**src/rtl/fadd_norm_round_pkg.sv**
```systemverilog
// ---------------------------------------------------------------------------
// fadd_norm_round_pkg
// Shared FPU constants and types for the normalize/round/pack back end of the
// single-precision adder. The rounding-mode encodings match the FCSR field.
//   RM_*        : rounding mode encodings (nearest-even, zero, +inf, -inf)
//   EXP_MAX     : all-ones biased exponent (inf/NaN)
//   MAX_FINITE  : magnitude bits of the largest finite single
//   s1_bundle_t : everything stage 1 hands to stage 2
//   round_inc() : round-up decision from L/G/R/S, mode and sign
// ---------------------------------------------------------------------------
package fadd_norm_round_pkg;

    localparam logic [1:0]  RM_RNE     = 2'd0;
    localparam logic [1:0]  RM_RZ      = 2'd1;
    localparam logic [1:0]  RM_RP      = 2'd2;
    localparam logic [1:0]  RM_RM      = 2'd3;

    localparam logic [7:0]  EXP_MAX    = 8'hFF;
    localparam logic [30:0] MAX_FINITE = 31'h7F7FFFFF;

    // Normalized significand nf[26:3] plus guard/round/sticky in nf[2:0].
    typedef struct packed {
        logic        sign;
        logic [1:0]  rm;
        logic        is_inf_nan;
        logic [22:0] inf_nan_frac;
        logic [7:0]  ne;
        logic [26:0] nf;
    } s1_bundle_t;

    function automatic logic round_inc(
        input logic [1:0] mode,
        input logic       sgn,
        input logic       l,
        input logic       g,
        input logic       r,
        input logic       s
    );
        logic inc;
        case (mode)
            RM_RNE:  inc = g & (r | s | l);
            RM_RZ:   inc = 1'b0;
            RM_RP:   inc = ~sgn & (g | r | s);
            default: inc = sgn & (g | r | s);
        endcase
        return inc;
    endfunction

endpackage

```
**src/rtl/fadd_norm_round_lzc27.sv**
```systemverilog
// ---------------------------------------------------------------------------
// fp_lzc27
// Combinational leading-zero count over a 27-bit vector. Returns 27 when the
// input is all zero. Shared by the FP adder, multiplier and divider normalizers.
//   din  : vector to scan, bit 26 is the most significant
//   zcnt : number of zeros above the highest set bit (0..27)
// ---------------------------------------------------------------------------
module fp_lzc27 (
    input  logic [26:0] din,
    output logic [4:0]  zcnt
);

    // hit[gi] marks the highest set bit; only one position can be hit.
    logic [26:0] above_zero;
    logic [26:0] hit;

    genvar gi;
    generate
        for (gi = 0; gi < 27; gi++) begin : g_scan
            if (gi == 26) begin : g_top
                assign above_zero[gi] = 1'b1;
            end else begin : g_rest
                assign above_zero[gi] = ~|din[26:gi+1];
            end
            assign hit[gi] = din[gi] & above_zero[gi];
        end
    endgenerate

    always_comb begin
        zcnt = 5'd27;
        for (int i = 0; i < 27; i++) begin
            if (hit[i]) begin
                zcnt = 5'(26 - i);
            end
        end
    end

endmodule

```
**src/rtl/fadd_norm_round.sv**
```systemverilog
// ---------------------------------------------------------------------------
// fadd_norm_round
// Back half of the single-precision FP adder: normalizes the raw post-add
// fraction (stage 1), rounds per the rounding mode and packs an IEEE-754
// single (stage 2). Two registered stages with a valid/ready handshake.
//   clk, clrn      : clock, asynchronous active-low reset
//   in_valid/ready : input handshake (transfer on in_valid & in_ready)
//   rm             : rounding mode (RNE, RZ, RP, RM)
//   is_inf_nan     : either operand was inf/NaN; inf_nan_frac is emitted
//   sign           : result sign
//   temp_exp       : larger operand's biased exponent
//   cal_frac       : [27] carry, [26:3] significand, [2:0] guard/round/sticky
//   out_valid/ready: output handshake (transfer on out_valid & out_ready)
//   s              : packed result, ovf: finite overflow occurred
// ---------------------------------------------------------------------------
module fadd_norm_round
    import fadd_norm_round_pkg::*;
(
    input  logic        clk,
    input  logic        clrn,
    input  logic        in_valid,
    output logic        in_ready,
    input  logic [1:0]  rm,
    input  logic        is_inf_nan,
    input  logic [22:0] inf_nan_frac,
    input  logic        sign,
    input  logic [7:0]  temp_exp,
    input  logic [27:0] cal_frac,
    output logic        out_valid,
    input  logic        out_ready,
    output logic [31:0] s,
    output logic        ovf
);

    logic        s1_valid_reg;
    logic        out_valid_reg;
    s1_bundle_t  s1_reg;
    s1_bundle_t  s1_next;
    logic [31:0] s_reg;
    logic [31:0] s_next;
    logic        ovf_reg;
    logic        ovf_next;

    // Handshake: stage 2 moves when its output slot is free or being taken;
    // stage 1 moves when empty or when stage 2 moves. No path from in_valid.
    logic s2_adv;
    logic s1_adv;
    logic in_fire;
    logic s2_fire;

    assign s2_adv  = ~out_valid_reg | out_ready;
    assign s1_adv  = ~s1_valid_reg | s2_adv;
    assign in_fire = in_valid & s1_adv;
    assign s2_fire = s1_valid_reg & s2_adv;

    assign in_ready  = s1_adv;
    assign out_valid = out_valid_reg;
    assign s         = s_reg;
    assign ovf       = ovf_reg;

    // ---------------- stage 1: normalize ----------------
    logic [4:0] lz;
    logic [7:0] den_shift;

    fp_lzc27 u_lzc (
        .din  (cal_frac[26:0]),
        .zcnt (lz)
    );

    // A denormal result can only shift up until the exponent reaches 1.
    assign den_shift = (temp_exp == 8'd0) ? 8'd0 : temp_exp - 8'd1;

    always_comb begin
        s1_next              = '0;
        s1_next.sign         = sign;
        s1_next.rm           = rm;
        s1_next.is_inf_nan   = is_inf_nan;
        s1_next.inf_nan_frac = inf_nan_frac;
        if (cal_frac == 28'd0) begin
            s1_next.nf = 27'd0;
            s1_next.ne = 8'd0;
        end else if (cal_frac[27]) begin
            // Carry out: shift right one, folding the dropped bit into sticky.
            s1_next.nf = {cal_frac[27:2], cal_frac[1] | cal_frac[0]};
            s1_next.ne = temp_exp + 8'd1;
        end else if (temp_exp > {3'b000, lz}) begin
            s1_next.nf = cal_frac[26:0] << lz;
            s1_next.ne = temp_exp - {3'b000, lz};
        end else begin
            s1_next.nf = cal_frac[26:0] << den_shift;
            s1_next.ne = 8'd0;
        end
    end

    // ---------------- stage 2: round and pack ----------------
    logic        inc;
    logic [24:0] m;
    logic [8:0]  exp_sum;
    logic [22:0] frac;
    logic        to_inf;

    assign inc = round_inc(s1_reg.rm, s1_reg.sign,
                           s1_reg.nf[3], s1_reg.nf[2], s1_reg.nf[1], s1_reg.nf[0]);
    assign m   = {1'b0, s1_reg.nf[26:3]} + {24'd0, inc};

    // Rounding carry bumps the exponent; a denormal that rounds up into the
    // hidden-bit position becomes the smallest normal (exponent 1).
    always_comb begin
        exp_sum = {1'b0, s1_reg.ne};
        frac    = m[22:0];
        if (m[24]) begin
            exp_sum = {1'b0, s1_reg.ne} + 9'd1;
            frac    = m[23:1];
        end else if ((s1_reg.ne == 8'd0) && m[23]) begin
            exp_sum = 9'd1;
        end
    end

    assign to_inf = (s1_reg.rm == RM_RNE) |
                    ((s1_reg.rm == RM_RP) & ~s1_reg.sign) |
                    ((s1_reg.rm == RM_RM) &  s1_reg.sign);

    always_comb begin
        s_next   = {s1_reg.sign, exp_sum[7:0], frac};
        ovf_next = 1'b0;
        if (s1_reg.is_inf_nan) begin
            s_next = {s1_reg.sign, EXP_MAX, s1_reg.inf_nan_frac};
        end else if (exp_sum >= {1'b0, EXP_MAX}) begin
            ovf_next = 1'b1;
            s_next   = to_inf ? {s1_reg.sign, EXP_MAX, 23'd0}
                              : {s1_reg.sign, MAX_FINITE};
        end
    end

    // ---------------- registers ----------------
    always_ff @(posedge clk or negedge clrn) begin
        if (!clrn) begin
            s1_valid_reg  <= 1'b0;
            out_valid_reg <= 1'b0;
            s_reg         <= 32'd0;
            ovf_reg       <= 1'b0;
        end else begin
            if (s1_adv) begin
                s1_valid_reg <= in_valid;
            end
            if (s2_adv) begin
                out_valid_reg <= s1_valid_reg;
            end
            if (s2_fire) begin
                s_reg   <= s_next;
                ovf_reg <= ovf_next;
            end
        end
    end

    // Stage-1 payload is qualified by s1_valid_reg, so it needs no reset.
    always_ff @(posedge clk) begin
        if (in_fire) begin
            s1_reg <= s1_next;
        end
    end

endmodule

```
**config.mk**
```make
export PLATFORM = sky130hd
export DESIGN_NAME = fadd_norm_round
export DESIGN_NICKNAME = d
export VERILOG_FILES = /design/src/rtl/fadd_norm_round_pkg.sv /design/src/rtl/fadd_norm_round_lzc27.sv /design/src/rtl/fadd_norm_round.sv
export SDC_FILE = /design/constraint.sdc
export NUM_CORES = 1
export LEC_CHECK = 0
export ABC_AREA = 1
export CAP_MARGIN = 5
export CELL_PAD_IN_SITES_DETAIL_PLACEMENT = 0
export CELL_PAD_IN_SITES_GLOBAL_PLACEMENT = 1
export CORE_MARGIN = 2
export CORE_UTILIZATION = 40
export CTS_CLUSTER_DIAMETER = 60
export DETAILED_ROUTE_END_ITERATION = 12
export PLACE_DENSITY_LB_ADDON = 0.2
export SETUP_SLACK_MARGIN = 0.2
export SLEW_MARGIN = 5
export SYNTH_ARGS = -nofsm -noshare
export SYNTH_HDL_FRONTEND = slang
export SYNTH_SLANG_ARGS = --single-unit
```
**constraint.sdc**
```tcl
create_clock -name clk -period 9.5 [get_ports clk]
set_clock_uncertainty 0.05 [all_clocks]
set_input_delay 2.85 -clock clk [delete_from_list [all_inputs] [get_ports clk]]
set_output_delay 2.85 -clock clk [all_outputs]
set_load 0.02 [all_outputs]
```
==> results of run 1 <==
-- cell usage in the layout, fill, tap and decap left out, drive strengths merged, types with 2 or more instances in the layout --
master and n:
nor3 23, nor4 8, nor2 102, nand4 25, clkdlybuf4s50 100, nand3b 4, xor2 30, o211ai 26
o22ai 11, edfxtp 62, a21oi 19, clkinv 3, buf 13, or2 2, o31ai 3, clkbuf 11
ha 13, dfrtp 35, xnor2 8, nand2 281, inv 114, o21ai 42, nand3 197, a311oi 2
-- metrics by stage --
stage | instance area (sq um) | worst slack (ns) | util [%]
4_1_cts | 9000 | 1.02 | 48.4
2_1_floorplan | 7530 | 2.89 | -
5_1_grt | 9000 | 0.468 | 48.4
6_report | 9000 | 0.895 | 48.4
3_3_place_gp | 8680 | 0.568 | 46.7
3_5_place_dp | 8680 | 0.700 | 46.7
-- worst max-delay path, delay by kind of cell --
| family | cells | cell delay, ns |
|---|---|---|
| AND/OR/NAND/NOR | 16 | 2.98 |
| buffers and inverters | 3 | 1.23 |
| AO/OA/AOI/OAI | 5 | 1.17 |
| adder cells (fa/ha/maj) | 1 | 0.34 |
-- worst max-delay path by stage --
stage / end / cells after the start
final: s1_reg[18] / 25
after global routing: s1_reg[18] / 25
after CTS: s1_reg[18] / 25
after detailed placement: s1_reg[18] / 25
after global placement: s1_reg[18] / 25
after floorplan: s1_reg[24] / 27
-- final cells by class --
class / instances / area share [%]
clock inverters: 5 / 0.556
flip-flops and latches: 97 / 30.4
multi-input cells: 806 / 45.9
inverters: 113 / 4.74
clock buffers: 11 / 2.93
repair buffers: 113 / 12.2
well taps: 234 / 3.25
-- power breakdown --
group,internal (mW),leakage [nW],switching (mW)
clock,0.225,0.158,0.144
sequential,0.525,1.01,0.0395
combinational,0.181,2.78,0.268
total,0.931,3.95,0.452
-- layer usage --
| layer | up-vias | track usage, % | wire length, um |
|---|---|---|---|
| met1 | 3404 | 30.9 | 10400 |
| li1 | 3742 | - | - |
| met2 | 253 | 41.3 | 11300 |
| met5 | - | 0 | 0 |
| met3 | 41 | 2.34 | 1110 |
| met4 | 0 | 8.79 | 681 |
-- logic make-up (layout without fill, tap and decap cells) --
| family | count (synthesis) | count (layout) | share of synthesized area, % |
|---|---|---|---|
| adder cells (fa/ha/maj) | 14 | 14 | 2.43 |
| buffers and inverters | 157 | 242 | 8.76 |
| flip-flops | 97 | 97 | 36.4 |
| XOR/XNOR | 38 | 38 | 4.42 |
| AND/OR/NAND/NOR | 644 | 644 | 38.8 |
| AO/OA/AOI/OAI | 110 | 110 | 9.23 |
==> parameters.txt, run 1 <==
Parameter                              Value

Outcome
  Run status ... complete, no violations

Synthesis
  Sequential element share of the synthesized area ... between 30% and 40%
  Top cell type's share of synthesized area ... 24.7%
  Total standard cell area after synthesis ... ~7500 sq um
  Cell taking the most area after synthesis ... edfxtp_1
  Synthesized Nets ... about 1,100
  Ys flop type ... edfxtp_1
  Commonest cells post-synth ... nand2_1 (275), nand3_1 (191), inv_1 (108)
  Synthesized area per cell ... slightly above 7 sq um
  Register bit total from synthesis ... slightly below 100
  Count of distinct cell types in the synthesized netlist ... 50
  Mapped Cells ... between 1,000 and 1,500
  Leading cell types by total area after synthesis ... edfxtp_1 (25%), nand2_1 (14%), nand3_1 (13%)
  Share of async-settable or async-resettable flops after synthesis ... between 30% and 40%
  Count of flip-flops with a built-in enable after synthesis ... 62
  Syn. warnings ... 0
  Most repeated cell in the gate-level netlist after synthesis ... nand2_1

Placement
  DPL Wire Length ... 18,500 um
  Last weighted congestion value of the routability-driven placer ... between 0.9 and 1
  Number of buffers added on ports ... 101
  DP Cell Count ... about 1,400

Critical path
  Delay contributed by the slowest stage of the critical path ... between 0.5 and 0.6 ns
  End of the worst register-to-register path ... s[9]
  Cell depth of the worst flop-to-flop path ... 21
  Data required time at the worst endpoint ... 9.52 ns
  Setup slack of the most critical reg-to-reg path ... ~5.4 ns
  Data arrival, critical path ... 8.62 ns
  CP endpoint kind ... flip-flop
  Crit path from ... cal_frac[26]
  Largest fanout on the critical path ... 20
  Setup crit start kind ... primary input
  Crit path kind ... primary input to flip-flop
  CP dominant cell by count ... nand2_1
  Startpoint of the worst register-to-register path ... s1_reg[60]
  Slowest CP cell ... clkdlybuf4s50_1

Power
  IR Drop Worst-Case VDD ... 79.5 uV
  Pwr/cell area ... ~150 nW/um^2
  Overall power ... around 1.4 mW
  LEAKAGE ... about 4.0 nW

Layout
  Sequential Area ... about 2700 sq um
  Number of nets in the layout ... 1,221
  Proportion of layout cells with a drive suffix above 1 ... ~5.7%
  Area of combinational cells with multiple inputs ... between 4000 and 5000 sq um
  Post-Layout Cell Count ... 1,379
  Number of fill cells ... slightly below 2,000
  Antenna cells ... 0
  Post-synthesis to final-layout area growth ... 19.5%
  Max reg flops ... 62

Clock tree
  H-Tree Level Count ... 3
  Hold-fix buffers at CTS ... 0
  Worst skew pair latency ... around 0.34 ns
  Root buffer selected by CTS ... clkbuf_16
  Number of resized instances in the post-cts repair step ... 0
  Register clock-pin slew on the reported worst setup and hold paths ... approximately 0.06 ns
  TritonCTS buffer count ... 9
  Number of buffers between clock root and the deepest sink ... 2
  Post-CTS setup buffer count ... 0
  Number of sinks on the clock net ... 97
  CTS tree ... yes

Hold path
  Worst hold path class ... flip-flop to flip-flop
  Hold path start ... s1_reg[53]
  Hold-critical path endpoint ... s[18]
  Hold path depth ... 2

Timing
  Final period utilization ... around nine tenths
  Max-slew headroom ... around a third
  Final-layout setup total negative slack ... 0 ns
  Final-report max-slew violation count ... 0
  Actual transition at the worst max-transition pin ... between 0.9 and 1 ns
  Worst slack on hold paths ... between 0.4 and 0.5 ns
  Final worst path period need ... 8.60 ns
  Achievable clock frequency ... ~120 MHz
  Final Hold Fails ... 0
  Setup repair after global routing missed its margin ... false
  Count of endpoints failing setup in the final report ... 0

Floorplanning
  Die Footprint ... 19,900 sq um
  Placement row count ... 50
  Horiz. Die Dim ... ~140 um
  Area of the core ... approximately 19,000 sq um
  DIE HEIGHT ... around 140 um
  Starting Density ... around two fifths
  Number of top-level design ports ... between 100 and 150

Route
  Post-DR vias/cell ... approximately 5.4
  DRC marker count from the first detailed-route iteration ... 562
  Vias after detailed routing ... 7,440
  Avg WL per Cell ... between 15 and 20 um
  Total wire length ... 23,500 um
  Detailed Routing Iterations Pass 1 ... 5
  DRC violations left ... 0
  Remaining number of nets flagged by the antenna check after routing ... 0

GRT
  Tot GR Track Use ... a little under a quarter
  Pin count of the biggest net entering global routing ... 63
  Antenna violations before repair ... 0
  Vias in the first global route ... approximately 7,300
  Gr ovfl total ... 0
  First-pass GRT wire length ... ~38,000 um

Run
  Max Cap Viol ... 0
No activity file was read; power rests on OpenSTA's default activity.
==> run 2: changes to the inputs <==
--- a/config.mk
+++ b/config.mk
@@ -11,5 +11,5 @@
 export CELL_PAD_IN_SITES_GLOBAL_PLACEMENT = 1
 export CORE_MARGIN = 2
-export CORE_UTILIZATION = 40
+export CORE_UTILIZATION = 37
 export CTS_CLUSTER_DIAMETER = 60
 export DETAILED_ROUTE_END_ITERATION = 12
==> constraint.sdc (replaced) <==
create_clock -name clk -period 7.14 [get_ports clk]
set_clock_uncertainty 0.05 [all_clocks]
set_input_delay 2.142 -clock clk [delete_from_list [all_inputs] [get_ports clk]]
set_output_delay 2.142 -clock clk [all_outputs]
set_load 0.1 [all_outputs]
==> parameters.txt, run 2 (same netlist as run 1, synthesis figures left out) <==
Parameter                              Value

Outcome
  Run status ... complete, no violations

Hold path
  Hold path start ... s1_reg[57]
  Hold-critical path endpoint ... s[22]
  Hold path depth ... 2
  Worst hold path class ... flip-flop to flip-flop

Power
  Share of total power in combinational logic ... 43.6%
  Net switching power figure ... between 0.9 and 1 mW
  IR Drop Worst-Case VDD ... around 120 uV
  Overall power ... 2.15 mW
  Proportion of power drawn by flip-flops and latches ... 34.9%
  Pwr/cell area ... 232 nW/um^2
  Power Internal ... between 1 and 1.5 mW
  Switch share ... 44.7%
  LEAKAGE ... a little over 4 nW
  Part of the total power dissipated in the clock network ... a little over a fifth

Timing
  Actual transition at the worst max-transition pin ... between 1 and 1.5 ns
  Final period utilization ... between 90% and 100%
  Worst slack on hold paths ... around 0.42 ns
  Final worst path period need ... 6.66 ns
  Final Hold Fails ... 0
  Final-report max-slew violation count ... 0
  Count of endpoints failing setup in the final report ... 0
  Max-slew headroom ... around a quarter
  Setup repair after global routing missed its margin ... true
  Achievable clock frequency ... between 150 and 200 MHz

Floorplanning
  Die Footprint ... ~21,000 sq um
  Area of the core ... approximately 20,000 sq um
  DIE HEIGHT ... 147 um
  Horiz. Die Dim ... ~150 um
  Number of top-level design ports ... 102
  Starting Density ... 37.4%
  Placement row count ... 52

Critical path
  Data required time at the worst endpoint ... 7.14 ns
  Setup crit start kind ... primary input
  Crit path kind ... primary input to flip-flop
  Data arrival, critical path ... ~6.7 ns
  Slowest CP cell ... clkdlybuf4s50_1
  Number of buffer and inverter stages on the critical path ... 5
  Delay contributed by the slowest stage of the critical path ... 0.48 ns
  Worst path top cell family by delay ... simple AND/OR/NAND/NOR gates
  End of the worst register-to-register path ... s[1]
  Cell depth of the worst flop-to-flop path ... 21
  Largest fanout on the critical path ... 25
  Startpoint of the worst register-to-register path ... s1_reg[60]
  CP dominant cell by count ... nand2_1
  Setup slack of the most critical reg-to-reg path ... between 3 and 4 ns
  CP endpoint kind ... flip-flop

Layout
  Highest-count cells in the layout ignoring fill and taps ... nand2_1 (275), nand3_1 (191), inv_1 (107)
  Post-synthesis to final-layout area growth ... 23.5%
  Number of nets in the layout ... around 1,200
  Area of combinational cells with multiple inputs ... 4160 sq um
  Number of fill cells ... between 2,000 and 2,500
  Proportion of layout cells with a drive suffix above 1 ... about 8.4%
  Final core area utilization ... around 46%
  Max reg flops ... 62
  Sequential Area ... 2740 sq um
  Post-Layout Cell Count ... around 1,400
  Most common library cell in the layout ignoring fill and taps ... nand2_1
  Antenna cells ... 0

Clock tree
  CTS tree ... yes
  Worst skew pair latency ... around 0.35 ns
  Number of sinks on the clock net ... 97
  Register clock-pin slew on the reported worst setup and hold paths ... about 0.08 ns
  Number of buffers between clock root and the deepest sink ... 2
  Post-CTS setup buffer count ... 0
  H-Tree Level Count ... 3
  TritonCTS buffer count ... 9
  Root buffer selected by CTS ... clkbuf_16
  Hold-fix buffers at CTS ... 0

GRT
  First-pass GRT wire length ... between 30,000 and 40,000 um
  Gr ovfl total ... 0
  Antenna violations before repair ... 0
  Pin count of the biggest net entering global routing ... 63
  Vias in the first global route ... between 7,000 and 8,000
  Tot GR Track Use ... around 22%

Route
  Vias after detailed routing ... 7,550
  Detailed Routing Iterations Pass 1 ... 6
  Avg WL per Cell ... ~17 um
  Remaining number of nets flagged by the antenna check after routing ... 0
  DRC marker count from the first detailed-route iteration ... ~600
  Total wire length ... 23,900 um
  DRC violations left ... 0
  Post-DR vias/cell ... between 5 and 6

Placement
  Number of buffers added on ports ... 101
  DP Cell Count ... between 1,000 and 1,500
  Last weighted congestion value of the routability-driven placer ... a little under 1
  DPL Wire Length ... around 19,000 um

Run
  Max Cap Viol ... 0
run 2: cell types whose count changed in the layout (fill, tap and decap cells not counted), moves of 2 or more:
cell and change:
nor2_1 -2, clkdlybuf4s50_1 -2, clkinv_4 +2, nor2_2 +2, buf_4 +21, inv_8 +2
clkinv_2 -2, buf_12 +5
run 2: worst max-delay path by stage:
stage | from | endpoint | depth (start not counted)
after floorplan | cal_frac[25] | s1_reg[24] | 27
after global placement | cal_frac[26] | s1_reg[24] | 27
after detailed placement | cal_frac[26] | s1_reg[24] | 27
after CTS | cal_frac[26] | s1_reg[24] | 27
after global routing | cal_frac[11] | s1_reg[24] | 33
final | cal_frac[26] | s1_reg[9] | 28
run 2: what timing repair did:
| item | CTS | global route |
|---|---|---|
| pin swaps | 0 | 0 |
| endpoints found under the setup margin | 4 | 25 |
| gates resized for setup | 1 | 9 |
run 2: metrics by stage:
step                      area [sq um]  TNS [ns]  setup slack, ns
after floorplan                   7530         0             1.24
after global placement            8970     -5.21           -0.357
after detailed placement          8970     -2.43           -0.253
after CTS                         9270         0            0.227
after global routing              9300         0            0.193
final                             9300         0            0.479
run 2: area by class of cell:
type / count / share of cell area [%]
Clock buffer: 9 / 2.42
Clock inverter: 7 / 0.673
Inverter: 113 / 4.62
Multi-Input combinational cell: 806 / 44.7
Sequential cell: 97 / 29.5
Tap cell: 270 / 3.63
Timing Repair Buffer: 138 / 14.5
run 2: tightest hold or removal path, delay by kind of cell, from the launching register on:
kind             cells  cell delay, ns
AND/OR/NAND/NOR      1            0.05
AO/OA/AOI/OAI        1            0.08
flip-flops           1            0.33
run 2: power groups by stage:
stage	logic, mW	registers (mW)	clock network, mW
floorplan	0.292	1.14	0
global placement	0.939	0.763	0
global route	1.01	0.765	0.496
detailed placement	0.938	0.764	0
finish	0.939	0.752	0.464
CTS	0.941	0.753	0.478
run 2: metal layers:
metal / up-vias / share of wire, % / track usage, %
met5: - / 0 / 0
met4: 0 / 3.3 / 8.83
met1: 3460 / 45 / 29.3
met2: 255 / 47 / 38.5
li1: 3786 / - / -
met3: 49 / 4.9 / 2.22
